$ cat config.mk
export PLATFORM = sky130hd
export DESIGN_NAME = cobs_decode
export DESIGN_NICKNAME = d
export VERILOG_FILES = /design/src/rtl/cobs_decode.sv
export SDC_FILE = /design/constraint.sdc
export NUM_CORES = 1
export LEC_CHECK = 0
export BUFFER_PORTS_ARGS = -buffer_cell sky130_fd_sc_hd__clkbuf_2
export CORE_MARGIN = 2
export CORE_UTILIZATION = 50
export DETAILED_ROUTE_END_ITERATION = 10
export PLACE_DENSITY = 0.69
export SLEW_MARGIN = 30
export SYNTH_ARGS = -nofsm -noshare
export SYNTH_HDL_FRONTEND = slang
export SYNTH_SLANG_ARGS = --single-unit
$ cat constraint.sdc
create_clock -name clk -period 4.2 [get_ports clk]
set_input_delay 0.84 -clock clk [delete_from_list [all_inputs] [get_ports clk]]
set_output_delay 0.84 -clock clk [all_outputs]
set_load 0.05 [all_outputs]
$ cat src/rtl/cobs_decode.sv
// cobs_decode -- streaming COBS frame decoder.
//
// Takes 0x00-delimited COBS frames one byte at a time and emits the decoded
// payload. The last decoded byte is not known to be last until the delimiter
// (or the end-of-frame hint) arrives, so each decoded byte waits in a one-byte
// pending register. It moves to the registered output stage when the next
// decoded byte or the end of the frame arrives.
//
// Ports
//   clk      in   clock
//   rst      in   asynchronous, active-high reset
//   i_data   in   encoded byte
//   i_valid  in   i_data valid
//   o_ready  out  decoder accepts i_data this cycle
//   i_last   in   upstream end-of-frame hint
//   o_data   out  decoded byte (registered)
//   o_valid  out  o_data valid
//   i_ready  in   downstream accepts o_data
//   o_last   out  o_data is the final byte of its frame
//   o_error  out  one-cycle pulse when a malformed frame is terminated
module cobs_decode #(
  parameter int unsigned DW = 8
) (
  input  logic          clk,
  input  logic          rst,
  input  logic [DW-1:0] i_data,
  input  logic          i_valid,
  output logic          o_ready,
  input  logic          i_last,
  output logic [DW-1:0] o_data,
  output logic          o_valid,
  input  logic          i_ready,
  output logic          o_last,
  output logic          o_error
);

  typedef enum logic [0:0] {
    ST_CODE = 1'b0,  // next byte is a group code or a delimiter
    ST_DATA = 1'b1   // next byte is a literal data byte of the current group
  } state_e;

  state_e        state_q, state_d;
  logic [DW-1:0] cnt_q, cnt_d;
  logic          zero_due_q, zero_due_d;
  logic          pend_vld_q, pend_vld_d;
  logic [DW-1:0] pend_data_q, pend_data_d;
  // Pending byte already ends its frame (i_last on a producing byte)
  logic          pend_last_q, pend_last_d;
  logic [DW-1:0] out_data_q, out_data_d;
  logic          out_valid_q, out_valid_d;
  logic          out_last_q, out_last_d;
  logic          err_q, err_d;

  logic          accept;
  logic          out_free;
  logic          produce;
  logic [DW-1:0] prod_byte;
  logic          end_frame;
  logic          move;

  assign out_free = !out_valid_q || i_ready;
  assign o_ready  = out_free;
  assign accept   = i_valid && out_free;

  always_comb begin
    state_d     = state_q;
    cnt_d       = cnt_q;
    zero_due_d  = zero_due_q;
    pend_vld_d  = pend_vld_q;
    pend_data_d = pend_data_q;
    pend_last_d = pend_last_q;
    out_data_d  = out_data_q;
    out_valid_d = out_valid_q && !i_ready;
    out_last_d  = out_last_q;
    err_d       = 1'b0;
    produce     = 1'b0;
    prod_byte   = '0;
    end_frame   = 1'b0;

    if (accept) begin
      if (state_q == ST_CODE) begin
        if (i_data == '0) begin
          end_frame  = 1'b1;
          zero_due_d = 1'b0;
        end else begin
          // A code after a short group stands for the zero that group implied
          if (zero_due_q) begin
            produce   = 1'b1;
            prod_byte = '0;
          end
          cnt_d      = i_data - 1'b1;
          zero_due_d = (i_data != '1);
          state_d    = (i_data > 1) ? ST_DATA : ST_CODE;
        end
      end else begin
        if (i_data != '0) begin
          produce   = 1'b1;
          prod_byte = i_data;
          cnt_d     = cnt_q - 1'b1;
          if (cnt_q == 1) state_d = ST_CODE;
        end else begin
          // Delimiter inside a group: frame truncated
          end_frame  = 1'b1;
          err_d      = 1'b1;
          zero_due_d = 1'b0;
          cnt_d      = '0;
          state_d    = ST_CODE;
        end
      end

      // End-of-frame hint without a delimiter: finish the frame as if one
      // followed. A byte produced now is tagged and flushed on its own later.
      if (i_last && (i_data != '0)) begin
        err_d      = 1'b1;
        zero_due_d = 1'b0;
        cnt_d      = '0;
        state_d    = ST_CODE;
        if (!produce) end_frame = 1'b1;
      end
    end

    // A tagged pending byte drains by itself once the output stage frees up
    move = pend_vld_q && (produce || end_frame || (pend_last_q && out_free));
    if (move) begin
      out_data_d  = pend_data_q;
      out_valid_d = 1'b1;
      out_last_d  = pend_last_q || end_frame;
      pend_vld_d  = 1'b0;
      pend_last_d = 1'b0;
    end

    if (produce) begin
      pend_vld_d  = 1'b1;
      pend_data_d = prod_byte;
      pend_last_d = i_last;
    end
  end

  always_ff @(posedge clk or posedge rst) begin
    if (rst) begin
      state_q     <= ST_CODE;
      cnt_q       <= '0;
      zero_due_q  <= 1'b0;
      pend_vld_q  <= 1'b0;
      pend_data_q <= '0;
      pend_last_q <= 1'b0;
      out_data_q  <= '0;
      out_valid_q <= 1'b0;
      out_last_q  <= 1'b0;
      err_q       <= 1'b0;
    end else begin
      state_q     <= state_d;
      cnt_q       <= cnt_d;
      zero_due_q  <= zero_due_d;
      pend_vld_q  <= pend_vld_d;
      pend_data_q <= pend_data_d;
      pend_last_q <= pend_last_d;
      out_data_q  <= out_data_d;
      out_valid_q <= out_valid_d;
      out_last_q  <= out_last_d;
      err_q       <= err_d;
    end
  end

  assign o_data  = out_data_q;
  assign o_valid = out_valid_q;
  assign o_last  = out_last_q;
  assign o_error = err_q;

endmodule

==> summary.txt <==
Synth
  – Synth Register Bits: 31
  – Post-synth top area cell: dfrtp_1
  – Synth area leaders: dfrtp_1 (43%), mux2_4 (6.6%), nand2_1 (4.4%), ha_1 (3.5%), o21ai_0 (3.0%)
  – Sequential area share after synthesis: between 40% and 50%
  – Async SR Flop Fraction: 100%
  – Syn nets: 200
  – Commonest cells in the netlist: dfrtp_1 (31), nand2_1 (21), nor2_1 (11), o21ai_0 (11), inv_1 (10)
  – Post-Synthesis Cells: 182
  – Yosys warns: 0
  – Primary FF master, synth: dfrtp_1
  – Number of synthesized flops with an enable pin: 0
  – Syn Area/Cell: 9.93 um^2
  – Most common cell in the netlist: dfrtp_1
  – Post-Syn Area: ~1800 um^2
  – Top cell type's share of synthesized area: 42.9%
  – Yosys cell types: 51

Clocking
  – # resized after CTS: 0
  – H-tree levels: 2
  – Root Buffer: clkbuf_4
  – Clk sinks: 31
  – # hold bufs at CTS: 0
  – Setup bufs post-CTS: 0
  – CTS buffer count: 5
  – Clock buffer depth: 2
  – Clock Latency Late Sink: 0.34 ns
  – Reg clk slew, reported paths: ~0.10 ns
  – CTS tree: built

Worst setup path
  – CP max FO: 17
  – Crit end category: flop
  – CP top delay family: compound AO/OA/AOI/OAI gates
  – Req. time, crit path: between 4 and 5 ns
  – R2R Path Start: state_q$_DFFE_PP0P_
  – Crit path to: pend_last_q$_DFFE_PP0P_
  – Worst Path Arrival: about 2.7 ns
  – Worst R2R End: cnt_q[7]$_DFFE_PP0P_
  – CP startpoint: i_data[1]
  – Number of cells on the critical path: 7
  – R2r setup slk: between 2 and 2.5 ns
  – Worst reg-to-reg path cell count: 4
  – Critical Path Source Type: primary input
  – WS Path Type: in2reg
  – Crit path max-delay cell type: or3b_2
  – Critical path, cell by cell: clkbuf_2, inv_1, ha_1, or3b_2, o2111ai_2, nor2_1, a31o_2
  – Critical path buffers and inverters: 2
  – Crit path largest cell delay: slightly below 0.6 ns

Placement
  – Gpl congestion: slightly below 0.9
  – HPWL after DPL: ~2900 um
  – DP Area: between 1500 and 2000 um^2
  – Buffers on Ports: 24

Cells and area
  – Antenna cell count: 0
  – Layout area overhead: 12.5%
  – Fin nets: between 200 and 250
  – Final Instance Area: a little over 2000 um^2
  – Share of layout cells above drive strength 1: 25.6%

Die
  – I/O Pins: 25
  – Initial Util: 52.9%
  – Site row count: 21
  – Die width: roughly 64 um
  – Die area: 4110 um^2
  – Core area: between 3000 and 4000 um^2
  – Die height: approximately 64 um

Pwr
  – Power Density: approximately 710 nW/um^2
  – Max VDD drop: between 300 and 400 uV
  – Flop pwr share: 37.5%
  – Combinational share of power: between 40 and 50%
  – Clock power share: between 10% and 20%
  – Switch Pwr: 615 uW
  – Static Leak: 0.000943 uW
  – Switching share of power: around 43%
  – Pint: about 820 uW

Min path
  – Hold wc startpoint: pend_data_q[4]$_DFFE_PP0N_
  – Hold/Removal Path Class: reg2reg

GRT
  – Grt ovf: 0
  – Vias in the first global route: between 1000 and 1500
  – GRT Util Overall: a little over a fifth
  – Largest net degree at the start of global routing: 32
  – Met2 Usage GRT: between 30% and 40%
  – First-pass GRT wire length: about 6900 um
  – Busiest layer in global routing: met2
  – Met1 usage: slightly below 30%
  – Met3 Resource Use GR: between 5 and 6%
  – Initial antenna violation count: 0

Drt
  – DR pass1 iterations: 4
  – DR iter-0 viols: between 90 and 100
  – WL/cell: 15.3 um
  – DR vias/cell: 5.87
  – # DRC: 0
  – Vias: between 1000 and 1500
  – Routed WL: 3880 um
  – Final ANT Viol Nets: 0

Run status
  – Outcome: finished clean

Timing
  – Final Hold Viols: 0
  – Worst Tran Pin Value: approximately 0.74 ns
  – RSZ-0062 raised after global routing: no
  – Max-slew headroom: about half
  – Final setup fails: 0
  – Hold_ws: 0.497 ns
  – Clk_skew: around 0.0045 ns
  – Max Freq: 0.403 GHz
  – TNS Setup: 0 ns
  – Fin crit period: 2.48 ns
  – Final slew viol count: 0
  – Crit share post-route: 59.0%

Flow run
  – Max cap viols: 0
worst min path at each step:
stage,end,slack (ns),depth (start not counted)
6_report,pend_data_q[4]$_DFFE_PP0N_,0.50,2
5_1_grt,pend_data_q[4]$_DFFE_PP0N_,0.51,2
4_1_cts,pend_data_q[4]$_DFFE_PP0N_,0.50,2
3_5_place_dp,pend_data_q[4]$_DFFE_PP0N_,0.48,2
3_3_place_gp,pend_data_q[7]$_DFFE_PP0N_,0.47,2
2_1_floorplan,pend_data_q[7]$_DFFE_PP0N_,0.45,2
layout make-up:
| cell class | instances | area, um^2 |
|---|---|---|
| clock buffers | 6 | 51.3 |
| clock inverters | 2 | 35.0 |
| fillers | 311 | 1380 |
| inverters | 10 | 37.5 |
| multi-input cells | 132 | 941 |
| flip-flops and latches | 31 | 776 |
| well taps | 46 | 57.6 |
| repair buffers | 26 | 135 |
kinds of logic (layout without fill, tap and decap cells):
logic type,count (synthesis),count (layout),share of synthesized area [%]
flip-flops,31,31,42.9
AND/OR/NAND/NOR,57,57,15.9
XOR/XNOR,3,3,1.45
buffers and inverters,19,44,4.99
multiplexers,9,9,7.27
AO/OA/AOI/OAI,58,58,24.0
adder cells (fa/ha/maj),5,5,3.46
power by group through the flow:
stage | combinational [uW] | sequential [uW] | clock [uW]
floorplan | 410 | 651 | 0
global placement | 650 | 539 | 0
detailed placement | 656 | 547 | 0
CTS | 660 | 540 | 248
global route | 721 | 561 | 263
finish | 657 | 540 | 242
registers in the layout, summed over array words and instances (netlist names):
register	cells
state_q	1
pend_data_q	8
o_last	1
o_error	1
o_valid	1
cnt_q	8
zero_due_q	1
pend_last_q	1
o_data	8
pend_vld_q	1
cell usage in the layout (no fill, tap or decap), drive strengths merged, types with 3 or more instances in the layout:
cell type	netlist	routed
inv	10	10
nand2	21	21
o31ai	5	5
nand3	4	4
a21oi	8	8
dfrtp	31	31
ha	5	5
mux2	9	9
nor4	3	3
nor2	11	11
o211ai	4	4
o311ai	3	3
nor3	4	4
a31oi	3	3
or4	3	3
o21ai	12	12
clkbuf	4	30
per-stage QoR:
stage / util, % / setup slack, ns / power (uW) / std cells
finish: 59.5 / 1.72 / 1440 / 253
global route: 59.5 / 1.57 / 1550 / 253
CTS: 59.5 / 1.72 / 1450 / 253
detailed placement: 57.0 / 1.37 / 1200 / 245
global placement: 57.0 / 1.43 / 1190 / 245
floorplan: - / 1.68 / 1060 / 182
worst min-delay path: stages, from the launching register on:
cell and delay (ns):
dfrtp_1 0.35, nand2_1 0.04, o21ai_0 0.06
metal layers:
layer	vias to the layer above	share of wire [%]
li1	722	-
met1	718	47
met3	7	4.9
met5	-	0
met4	0	1.7
met2	39	47
Power figures use the tool's default switching activity.
